### src/rtl/bldc_commutator_pkg.sv
// Shared definitions for the BLDC commutator and the downstream phase drivers:
// duty width, FSM state encoding, fault codes and the six-step commutation table.
package bldc_commutator_pkg;

   localparam int DUTY_CYCLE_WIDTH = 10;

   typedef enum logic [2:0] {
      ST_IDLE  = 3'd0,
      ST_RUN   = 3'd1,
      ST_DEAD  = 3'd2,
      ST_BRAKE = 3'd3,
      ST_FAULT = 3'd4
   } state_t;

   localparam logic [1:0] FC_NONE  = 2'b00;
   localparam logic [1:0] FC_HALL  = 2'b01;
   localparam logic [1:0] FC_STALL = 2'b10;

   localparam logic [1:0] PH_A    = 2'd0;
   localparam logic [1:0] PH_B    = 2'd1;
   localparam logic [1:0] PH_C    = 2'd2;
   localparam logic [1:0] PH_NONE = 2'd3;

   function automatic logic hall_valid(input logic [2:0] code);
      return (code != 3'b000) && (code != 3'b111);
   endfunction

   // Forward drive: returns {high phase, low phase}; the remaining phase floats.
   function automatic logic [3:0] comm_fwd(input logic [2:0] code);
      logic [3:0] hl;
      case (code)
         3'b101:  hl = {PH_A, PH_B};
         3'b100:  hl = {PH_A, PH_C};
         3'b110:  hl = {PH_B, PH_C};
         3'b010:  hl = {PH_B, PH_A};
         3'b011:  hl = {PH_C, PH_A};
         3'b001:  hl = {PH_C, PH_B};
         default: hl = {PH_NONE, PH_NONE};
      endcase
      return hl;
   endfunction

endpackage

### src/rtl/bldc_commutator_hall_filter.sv
// Hall input synchroniser and stability filter; emits a one-cycle tick when the
// filtered code moves between two valid hall codes.
module bldc_commutator_hall_filter
   import bldc_commutator_pkg::*;
#(
   parameter int unsigned HALL_FILTER = 8
) (
   input  logic       clock,
   input  logic       reset_n,
   input  logic [2:0] hall,
   output logic [2:0] hall_filt,
   output logic       hall_tick
);

   localparam logic [7:0] FILT_LIM = 8'(HALL_FILTER);

   logic [2:0] sync1_r;
   logic [2:0] sync2_r;
   logic [2:0] prev_r;
   logic [2:0] filt_r;
   logic [7:0] cnt_r;
   logic [7:0] cnt_next_s;
   logic       accept_s;
   logic       tick_r;

   // Count consecutive cycles the synchronised code has held; saturate at the limit.
   always_comb begin
      cnt_next_s = cnt_r;
      accept_s   = 1'b0;
      if (sync2_r != prev_r) begin
         cnt_next_s = 8'd1;
      end else if (cnt_r != FILT_LIM) begin
         cnt_next_s = cnt_r + 8'd1;
      end else begin
         cnt_next_s = cnt_r;
      end
      if (cnt_next_s == FILT_LIM) begin
         accept_s = 1'b1;
      end else begin
         accept_s = 1'b0;
      end
   end

   // Synchroniser, stability counter, filtered code and transition tick.
   always_ff @(posedge clock or negedge reset_n) begin
      if (!reset_n) begin
         sync1_r <= 3'b000;
         sync2_r <= 3'b000;
         prev_r  <= 3'b000;
         filt_r  <= 3'b000;
         cnt_r   <= 8'd0;
         tick_r  <= 1'b0;
      end else begin
         sync1_r <= hall;
         sync2_r <= sync1_r;
         prev_r  <= sync2_r;
         cnt_r   <= cnt_next_s;
         if (accept_s) begin
            filt_r <= sync2_r;
         end else begin
            filt_r <= filt_r;
         end
         tick_r <= accept_s && (sync2_r != filt_r) && hall_valid(sync2_r) && hall_valid(filt_r);
      end
   end

   assign hall_filt = filt_r;
   assign hall_tick = tick_r;

endmodule

### src/rtl/bldc_commutator.sv
// Six-step BLDC commutation stage: filtered hall plus duty/direction to per-phase
// duty and float requests, with reversal dead time, braking and latched faults.
module bldc_commutator
   import bldc_commutator_pkg::*;
#(
   parameter int          DUTY_W       = DUTY_CYCLE_WIDTH,
   parameter int unsigned HALL_FILTER  = 8,
   parameter int unsigned DEAD_CYCLES  = 64,
   parameter int unsigned STALL_CYCLES = 2_000_000
) (
   input  logic              clock,
   input  logic              reset_n,
   input  logic              enable,
   input  logic              direction,
   input  logic              brake,
   input  logic [DUTY_W-1:0] duty_in,
   input  logic [2:0]        hall,
   output logic [DUTY_W-1:0] duty_a,
   output logic [DUTY_W-1:0] duty_b,
   output logic [DUTY_W-1:0] duty_c,
   output logic              high_z_a,
   output logic              high_z_b,
   output logic              high_z_c,
   output logic              fault,
   output logic [1:0]        fault_code,
   output logic [15:0]       hall_ticks
);

   localparam logic [15:0] DEAD_LAST = 16'(DEAD_CYCLES - 1);
   localparam logic [23:0] STALL_LIM = 24'(STALL_CYCLES);

   state_t            state_r;
   state_t            state_next_s;
   logic              dir_r;
   logic              dir_next_s;
   logic              dir_prev_r;
   logic [15:0]       dead_cnt_r;
   logic [15:0]       dead_cnt_next_s;
   logic [1:0]        fault_code_r;
   logic [1:0]        fault_code_next_s;
   logic [23:0]       stall_cnt_r;
   logic              stall_s;
   logic [15:0]       ticks_r;
   logic [2:0]        hall_filt_s;
   logic              hall_tick_s;
   logic [3:0]        hi_lo_s;
   logic [1:0]        hi_s;
   logic [1:0]        lo_s;
   logic [DUTY_W-1:0] duty_s [3];
   logic [2:0]        hz_s;

   bldc_commutator_hall_filter #(
      .HALL_FILTER(HALL_FILTER)
   ) u_hall_filter (
      .clock    (clock),
      .reset_n  (reset_n),
      .hall     (hall),
      .hall_filt(hall_filt_s),
      .hall_tick(hall_tick_s)
   );

   assign stall_s = (stall_cnt_r >= STALL_LIM);

   // Next-state logic; direction is only adopted in IDLE or at the end of dead time.
   always_comb begin
      state_next_s      = state_r;
      dir_next_s        = dir_r;
      dead_cnt_next_s   = dead_cnt_r;
      fault_code_next_s = fault_code_r;
      case (state_r)
         ST_IDLE: begin
            dir_next_s = direction;
            if (enable && brake) begin
               state_next_s = ST_BRAKE;
            end else if (enable && hall_valid(hall_filt_s)) begin
               state_next_s = ST_RUN;
            end else begin
               state_next_s = ST_IDLE;
            end
         end
         ST_RUN: begin
            if (!enable) begin
               state_next_s = ST_IDLE;
            end else if (!hall_valid(hall_filt_s)) begin
               state_next_s      = ST_FAULT;
               fault_code_next_s = FC_HALL;
            end else if (stall_s) begin
               state_next_s      = ST_FAULT;
               fault_code_next_s = FC_STALL;
            end else if (brake) begin
               state_next_s = ST_BRAKE;
            end else if (direction != dir_r) begin
               state_next_s    = ST_DEAD;
               dead_cnt_next_s = 16'd0;
            end else begin
               state_next_s = ST_RUN;
            end
         end
         ST_DEAD: begin
            if (!enable) begin
               state_next_s = ST_IDLE;
            end else if (direction != dir_prev_r) begin
               dead_cnt_next_s = 16'd0;
            end else if (dead_cnt_r == DEAD_LAST) begin
               dir_next_s   = direction;
               state_next_s = brake ? ST_BRAKE : ST_RUN;
            end else begin
               dead_cnt_next_s = dead_cnt_r + 16'd1;
            end
         end
         ST_BRAKE: begin
            if (!enable) begin
               state_next_s = ST_IDLE;
            end else if (brake) begin
               state_next_s = ST_BRAKE;
            end else if (direction != dir_r) begin
               state_next_s    = ST_DEAD;
               dead_cnt_next_s = 16'd0;
            end else begin
               state_next_s = ST_RUN;
            end
         end
         ST_FAULT: begin
            if (!enable) begin
               state_next_s      = ST_IDLE;
               fault_code_next_s = FC_NONE;
            end else begin
               state_next_s = ST_FAULT;
            end
         end
         default: begin
            state_next_s = ST_IDLE;
         end
      endcase
   end

   // Per-phase drive computed from the next state so outputs land one cycle after the cause.
   always_comb begin
      hi_lo_s = comm_fwd(hall_filt_s);
      if (dir_next_s) begin
         hi_s = hi_lo_s[1:0];
         lo_s = hi_lo_s[3:2];
      end else begin
         hi_s = hi_lo_s[3:2];
         lo_s = hi_lo_s[1:0];
      end
      hz_s = 3'b111;
      for (int p = 0; p < 3; p++) begin
         duty_s[p] = {DUTY_W{1'b0}};
         case (state_next_s)
            ST_RUN: begin
               duty_s[p] = (hi_s == 2'(p)) ? duty_in : {DUTY_W{1'b0}};
               hz_s[p]   = !((hi_s == 2'(p)) || (lo_s == 2'(p)));
            end
            ST_BRAKE: hz_s[p] = 1'b0;
            default:  hz_s[p] = 1'b1;
         endcase
      end
   end

   // FSM state, direction, dead-time and fault-code registers.
   always_ff @(posedge clock or negedge reset_n) begin
      if (!reset_n) begin
         state_r      <= ST_IDLE;
         dir_r        <= 1'b0;
         dir_prev_r   <= 1'b0;
         dead_cnt_r   <= 16'd0;
         fault_code_r <= FC_NONE;
      end else begin
         state_r      <= state_next_s;
         dir_r        <= dir_next_s;
         dir_prev_r   <= direction;
         dead_cnt_r   <= dead_cnt_next_s;
         fault_code_r <= fault_code_next_s;
      end
   end

   // Stall counter and hall transition count.
   always_ff @(posedge clock or negedge reset_n) begin
      if (!reset_n) begin
         stall_cnt_r <= 24'd0;
         ticks_r     <= 16'd0;
      end else begin
         if ((state_r == ST_RUN) && (duty_in != {DUTY_W{1'b0}}) && !hall_tick_s) begin
            stall_cnt_r <= stall_cnt_r + 24'd1;
         end else begin
            stall_cnt_r <= 24'd0;
         end
         if (hall_tick_s) begin
            ticks_r <= ticks_r + 16'd1;
         end else begin
            ticks_r <= ticks_r;
         end
      end
   end

   // Registered phase-driver outputs.
   always_ff @(posedge clock or negedge reset_n) begin
      if (!reset_n) begin
         duty_a   <= {DUTY_W{1'b0}};
         duty_b   <= {DUTY_W{1'b0}};
         duty_c   <= {DUTY_W{1'b0}};
         high_z_a <= 1'b1;
         high_z_b <= 1'b1;
         high_z_c <= 1'b1;
         fault    <= 1'b0;
      end else begin
         duty_a   <= duty_s[0];
         duty_b   <= duty_s[1];
         duty_c   <= duty_s[2];
         high_z_a <= hz_s[0];
         high_z_b <= hz_s[1];
         high_z_c <= hz_s[2];
         fault    <= (state_next_s == ST_FAULT);
      end
   end

   assign fault_code = fault_code_r;
   assign hall_ticks = ticks_r;

endmodule

### config.mk
export PLATFORM = sky130hd
export DESIGN_NAME = bldc_commutator
export DESIGN_NICKNAME = d
export VERILOG_FILES = /design/src/rtl/bldc_commutator_pkg.sv /design/src/rtl/bldc_commutator_hall_filter.sv /design/src/rtl/bldc_commutator.sv
export SDC_FILE = /design/constraint.sdc
export NUM_CORES = 1
export LEC_CHECK = 0
export BUFFER_PORTS_ARGS = -buffer_cell sky130_fd_sc_hd__buf_2
export CORE_MARGIN = 3
export CORE_UTILIZATION = 45
export DETAILED_ROUTE_END_ITERATION = 10
export HOLD_SLACK_MARGIN = 0.12
export MAX_ROUTING_LAYER = met4
export REMOVE_ABC_BUFFERS = 1
export SYNTH_ARGS = -nofsm -noshare
export SYNTH_HDL_FRONTEND = slang
export SYNTH_SLANG_ARGS = --single-unit
export TNS_END_PERCENT = 10
### constraint.sdc
create_clock -name clock -period 5.6 [get_ports clock]
set_input_delay 1.12 -clock clock [delete_from_list [all_inputs] [get_ports clock]]
set_output_delay 1.12 -clock clock [all_outputs]
set_load 0.005 [all_outputs]
==> results_dict.tcl, run 1 <==
set metrics [dict create \
    hold_path.class "reg2reg" \
    cts_hold_buf 0 \
    synthMuxAreaShare_pct 2.41 \
    leakagePower_nw 2.96 \
    ant_nets 0 \
    synth_top_family_by_area "simple AND/OR/NAND/NOR gates" \
    clkPwrFrac_pct 45.3 \
    die_h_um 116 \
    rsz0062_at_grt "false" \
    overflow 0 \
    p_per_area_nw_per_um2 331 \
    min_period_ns 2.89 \
    synth_top_flop_cell "dfrtp_1" \
    fmaxAchievable_ghz 0.346 \
    cts-root-buf "clkbuf_16" \
    fin_skew_ns 0.00731 \
    synth_seq_area_share_pct 54.7 \
    max_cap_violations 0 \
    core_um2 11600 \
    intPower_mw 1.54 \
    synth_fa_ha_area_share_pct 1.85 \
    h-tree-depth 4 \
    path_class "in2reg" \
    grt.total_usage_pct 19.6 \
    fin_cells 755 \
    drt_iter0_markers 244 \
    status "finished clean" \
    via_per_inst 5.38 \
    nFillCells 1042 \
    wl_per_cell_um 15.1 \
    synthesis.instances 524 \
    gp_congestion 0.802 \
    wirelength_mm 11.4 \
    ir_drop_mv 0.241 \
    synth_compound_area_share_pct 9.58 \
    syn_area_per_cell_um2 10.3 \
    start_kind "primary input" \
    post-place-cells 724 \
    synth_warnings 0 \
    post-route-period-util_pct 51.6 \
    postCtsSetupBuffers 0 \
    portBuffers 69 \
    hold_violations 0 \
    num_io_pins 70 \
    synthXorXnorAreaFrac_pct 7.94 \
    dpl.hpwl_mm 7.96 \
    route.vias.total 4060 \
    slew_viol_final 0 \
    slowest_delay_ns 0.70 \
    p_seq_share_pct 43.9 \
    worstPathArrival_ns 3.18 \
    nNetsFinal 626 \
    fin_total_pwr_mw 2.12 \
    finalSetupViolations 0 \
    grt_pass1_wl_mm 19.9 \
    cts-buffers-inserted 17 \
    cp_max_fo 16 \
    swShare_pct 27.4 \
    synth_area_um2 5410 \
    ys_async_sr_fraction_pct 100 \
    first_pass_iters 4 \
    initial_core_util_pct 46.7 \
    grt_max_degree 79 \
    cp_slowest_cell "or4_1" \
    clkSinkCount 118 \
    grt_pass1_vias 4085 \
    multiInputGateArea_um2 2310 \
    clk_latency_ns 0.42 \
    die_width_um 116 \
    drc 0 \
    worstMarginPinSlew_ns 0.988 \
    path_clk_slew_ns 0.05 \
    worst-endpoint-required_ns 5.89 \
    synth_edf_count 0 \
    comb_power_share_pct 10.8 \
    rows 39 \
    fin_util_pct 55.4 \
    die-area_um2 13400 \
    area_delta_synth_final_pct 18.6 \
    ys_seq_elements 118 \
    max-slew-margin-rel_pct 34.2 \
    synth-simple-area-share_pct 21.0 \
    antenna_cells 0 \
    switching_power_mw 0.582 \
    cts.repair.resized 0 \
    r2r_slack_ns 2.73 \
    cts_max_path_buffers 2 \
    antenna_found_initial 0 \
    cp-end-kind "register" \
    cts_tree "done" \
    ys_types 55 \
    drive_gt1_share_pct 19.8 \
    fin_setup_tns_ns 0 \
    seqCellArea_um2 2960 \
    cp_cell_sequence "buf_2 > xor2_1 > or4_1 > inv_1 > nand3_1 > o41ai_1" \
]
## metal layers
metal	GRT usage [%]	vias up	wire length (um)
li1	-	1980	-
met1	25.2	1964	5480
met2	28.4	100	5010
met3	7.26	16	685
met4	7.36	0	204
met5	-	-	0
## power by group through the flow
stage | clock, mW | combinational, mW | sequential [mW]
after floorplan | 0 | 0.159 | 0.937
after global placement | 0 | 0.229 | 0.947
after detailed placement | 0 | 0.233 | 0.947
after CTS | 0.993 | 0.233 | 0.933
after global routing | 1.03 | 0.261 | 0.939
final | 0.962 | 0.229 | 0.932
## registers in the layout, summed over array words and instances, names as in the netlist, 2 cells and up
name / count
stall_cnt_r: 24
duty_a: 10
dead_cnt_r: 16
fault_code: 2
u_hall_filter.hall_filt: 3
u_hall_filter.sync1_r: 3
u_hall_filter.cnt_r: 8
duty_c: 10
u_hall_filter.sync2_r: 3
state_r: 3
u_hall_filter.prev_r: 3
hall_ticks: 16
duty_b: 10
## logic make-up (layout without fill, tap and decap cells)
group | after synthesis | after routing
fa+ha+maj | 8 | 8
buf+inv | 33 | 121
compound gates | 74 | 74
mux | 9 | 9
flops | 118 | 118
xor+xnor | 49 | 49
simple gates | 233 | 233
## final timing paths
| kind | from | depth (start not counted) | end |
|---|---|---|---|
| worst min-delay path | u_hall_filter.sync1_r[2] | 0 | u_hall_filter.sync2_r[2] |
| min in group asynchronous | reset_n | 1 | dead_cnt_r[8] |
| worst max register to register | u_hall_filter.hall_filt[0] | 8 | dead_cnt_r[2] |
| worst max-delay path | direction | 6 | dead_cnt_r[5] |
| max in group asynchronous | reset_n | 2 | u_hall_filter.hall_filt[0] |
| worst min register to register | u_hall_filter.sync1_r[2] | 0 | u_hall_filter.sync2_r[2] |
## synth_stat cells, types with 2 or more instances
cell / count / area, um2
nor4_1: 5 / 31.3
o21ai_0: 11 / 55.1
mux2_2: 2 / 22.5
xor2_1: 20 / 175
nor2_1: 99 / 372
xnor2_1: 29 / 254
or4_1: 5 / 37.5
nor3b_1: 4 / 30.0
nand2_1: 28 / 105
o22ai_1: 4 / 25.0
dfstp_2: 3 / 78.8
or3_1: 2 / 12.5
nor3_1: 8 / 40.0
o31ai_1: 14 / 105
nand3_1: 37 / 185
a21boi_0: 3 / 22.5
mux2i_1: 4 / 40.0
a211o_1: 2 / 17.5
and4_1: 4 / 35.0
or2_2: 4 / 25.0
clkbuf_1: 10 / 37.5
and3_1: 6 / 37.5
o211ai_1: 3 / 22.5
dfrtp_1: 115 / 2880
ha_1: 8 / 100
mux2i_4: 3 / 67.6
o21ai_1: 10 / 50.1
nor2b_1: 6 / 37.5
a21oi_1: 7 / 35.0
a31oi_1: 7 / 43.8
a22oi_1: 2 / 15.0
nand4_1: 15 / 93.8
inv_1: 20 / 75.1
nand2b_1: 3 / 18.8
## cell type report
type / count / share of cell area (%)
flip-flops and latches: 118 / 46.1
clock inverters: 14 / 1.66
inverters: 20 / 1.17
multi-input cells: 373 / 36.1
well taps: 143 / 2.79
clock buffers: 17 / 6.64
repair buffers: 70 / 5.54
## per-stage QoR
step	setup WS (ns)	hold WS, ns	area [um2]
4_1_cts	2.72	0.350	6410
3_3_place_gp	2.40	0.333	5880
3_5_place_dp	2.25	0.337	5880
2_1_floorplan	2.81	0.331	5340
6_report	2.71	0.347	6410
5_1_grt	2.48	0.362	6410
## cell usage in the layout, fill, tap and decap left out, types with 5 or more instances in the layout
master	synthesis	routed
a31oi_1	7	7
clkbuf_16	0	17
buf_2	1	68
o21ai_1	10	10
o31ai_1	14	14
nor2b_1	6	6
xor2_1	20	20
a21oi_1	7	7
ha_1	8	8
o21ai_0	11	11
nand3_1	37	37
xnor2_1	29	29
dfrtp_1	115	115
nor3_1	8	8
nor2_1	99	99
or4_1	5	5
nand2_1	28	28
nor4_1	5	5
nand4_1	15	15
and3_1	6	6
inv_1	20	20
## critical path, delay by kind of cell
kind,cells,cell delay (ns)
and+or+nand+nor,2,1.08
AOI/OAI and AO/OA,1,0.41
xor gates and xnor gates,1,0.21
buffers and inverters,2,0.37
Note: power is estimated with default switching activity, not from simulation.
==> run 2: changes to the inputs <==
--- a/config.mk
+++ b/config.mk
@@ -11,6 +11,7 @@
 export DETAILED_ROUTE_END_ITERATION = 10
 export HOLD_SLACK_MARGIN = 0.12
 export MAX_ROUTING_LAYER = met4
+export PLACE_DENSITY = 0.67
 export REMOVE_ABC_BUFFERS = 1
 export SYNTH_ARGS = -nofsm -noshare
 export SYNTH_HDL_FRONTEND = slang
==> constraint.sdc (replaced) <==
create_clock -name clock -period 2.5 [get_ports clock]
set_input_delay 0.5 -clock clock [delete_from_list [all_inputs] [get_ports clock]]
set_output_delay 0.5 -clock clock [all_outputs]
set_load 0.005 [all_outputs]
==> run 2 against run 1 <==
Clock-buffer cell count grew 1. Largest cell class unchanged. Routed wire length grew 5.0%. Via count grew 4.8%. Flip-flop and latch count is the same. Non-clock buffer count grew 26. Design area grew 6.3%. Core utilization grew 3.5 points. Die area is the same. Cell count grew 3.7%. Worst setup slack lost 2.6 ns. Critical path depth grew 1.
==> results_dict.tcl, run 2 (same netlist as run 1, synthesis figures left out) <==
set metrics [dict create \
    worstPathArrival_ns 2.70 \
    drive_gt1_share_pct 23.6 \
    switching_power_mw 1.38 \
    gp_congestion 0.840 \
    hold_path.class "in2async" \
    cts-buffers-inserted 17 \
    fin_total_pwr_mw 5.37 \
    r2r_cells 7 \
    clk_latency_ns 0.41 \
    fmaxAchievable_ghz 0.415 \
    die_width_um 116 \
    cp_max_fo 19 \
    finalSetupViolations 0 \
    r2r-start "dead_cnt_r[7]" \
    layout_commonest_cell "dfrtp_1" \
    num_io_pins 70 \
    cp_slowest_cell "or4_4" \
    core_um2 11600 \
    rsz0062_at_grt "false" \
    area_delta_synth_final_pct 26.0 \
    leakagePower_nw 3.18 \
    portBuffers 69 \
    status "finished clean" \
    hold_violations 0 \
    overflow 0 \
    whs_ns 0.116 \
    grt_pass1_vias 4125 \
    layout_common_cells "dfrtp_1 (114), nor2_1 (99), buf_2 (68), nand3_1 (37), xnor2_1 (29)" \
    r2r_slack_ns 0.09 \
    drt_iter0_markers 325 \
    dpl_worst_slack_ns 0.0561 \
    clkSinkCount 118 \
    worstMarginPinSlew_ns 0.907 \
    grt_max_degree 51 \
    post-route-period-util_pct 96.4 \
    antenna_cells 0 \
    rows 39 \
    first_pass_iters 5 \
    nNetsFinal 653 \
    reg2reg_to "dead_cnt_r[4]" \
    nFillCells 946 \
    cp-end-kind "register" \
    largest_reg_flops 24 \
    p_seq_share_pct 38.6 \
    start_kind "register" \
    antenna_found_initial 0 \
    h-tree-depth 4 \
    drc 0 \
    fin_setup_tns_ns 0 \
    cts_max_path_buffers 2 \
    die_h_um 116 \
    cts-root-buf "clkbuf_16" \
    fin_skew_ns 0.0138 \
    path_clk_slew_ns 0.06 \
    dpl.hpwl_mm 8.23 \
    p_per_area_nw_per_um2 789 \
    clkPwrFrac_pct 49.6 \
    wirelength_mm 12.0 \
    worst-endpoint-required_ns 2.79 \
    slowest_delay_ns 0.57 \
    initial_core_util_pct 46.7 \
    die-area_um2 13400 \
    cts_tree "done" \
    regMostFlops "stall_cnt_r" \
    intPower_mw 4.00 \
    max_cap_violations 0 \
    path_class "reg2reg" \
    slew_viol_final 0 \
    place_area_um2 6080 \
    route.vias.total 4256 \
    fin_ws_ns 0.0900 \
    grt_pass1_wl_mm 20.0 \
    max-slew-margin-rel_pct 39.5 \
    final_area_um2 6810 \
    grt.total_usage_pct 19.5 \
    cp_cell_sequence "or4_4 > or4_1 > o211ai_1 > or3_1 > buf_12 > nor4_1 > a211o_1" \
    cts_hold_buf 0 \
    swShare_pct 25.6 \
    ant_nets 0 \
    min_period_ns 2.41 \
    via_per_inst 5.44 \
    comb_power_share_pct 11.8 \
    wl_per_cell_um 15.3 \
    ir_drop_mv 0.522 \
]
[run 2: cell types whose count changed in the layout (fill, tap and decap cells not counted), sizes merged]
cell      delta
clkinvlp     -4
clkbuf       +1
bufinv       +4
inv          +6
mux2i        +1
buf         +26
clkinv       -6
[run 2: worst max-delay path, delay by kind of cell (launching register included)]
kind            cells  cell delay, ns
buf+inv             1            0.15
flops               1            0.38
simple gates        4            1.33
compound gates      2            0.43
[run 2: layout make-up]
class	instances	area, um2	share of cell area [%]
Clock buffer	18	439	6.45
Clock inverter	14	210	3.09
Inverter	20	75.1	1.10
Multi-Input combinational cell	374	2340	34.3
Sequential cell	118	2960	43.4
Tap cell	143	179	2.63
Timing Repair Buffer	96	613	9.00
[run 2: how the worst max path moves through the flow]
stage               cells after the start            start             end  slack (ns)
finish                                  7    dead_cnt_r[7]   dead_cnt_r[4]        0.09
CTS                                     6    dead_cnt_r[7]       duty_c[9]        0.04
detailed placement                      6    dead_cnt_r[7]       duty_a[4]        0.06
global placement                        6    dead_cnt_r[7]       duty_c[9]        0.09
floorplan                               6    dead_cnt_r[8]   dead_cnt_r[4]        0.09
global route                            7  stall_cnt_r[14]  dead_cnt_r[12]       0.005
[run 2: metal layers]
| layer | wire length (um) | vias to the layer above | GRT usage [%] |
|---|---|---|---|
| met1 | 5400 | 2072 | 25.9 |
| li1 | - | 2034 | - |
| met3 | 646 | 11 | 5.12 |
| met5 | 0 | - | - |
| met4 | 100 | 0 | 5.71 |
| met2 | 5810 | 139 | 29.8 |
[run 2: timing repair]
action	4_1_cts	5_1_grt
setup buffers	2	2
setup endpoints to repair	1	31
resized for setup	0	3
cloned	0	1
pin swaps	0	2
[run 2: stage by stage]
| stage | utilization [%] | cells |
|---|---|---|
| detailed placement | 52.6 | 746 |
| CTS | 58.3 | 780 |
| finish | 58.9 | 783 |
| global route | 58.9 | 783 |
| floorplan | - | 511 |
| global placement | 52.6 | 746 |
[run 2: power by group through the flow]
stage / Sequential, mW / Clock (mW) / Combinational (mW)
floorplan: 2.10 / 0 / 0.357
global placement: 2.10 / 0 / 0.574
detailed placement: 2.11 / 0 / 0.584
CTS: 2.08 / 2.72 / 0.586
global route: 2.09 / 2.82 / 0.696
finish: 2.08 / 2.67 / 0.632
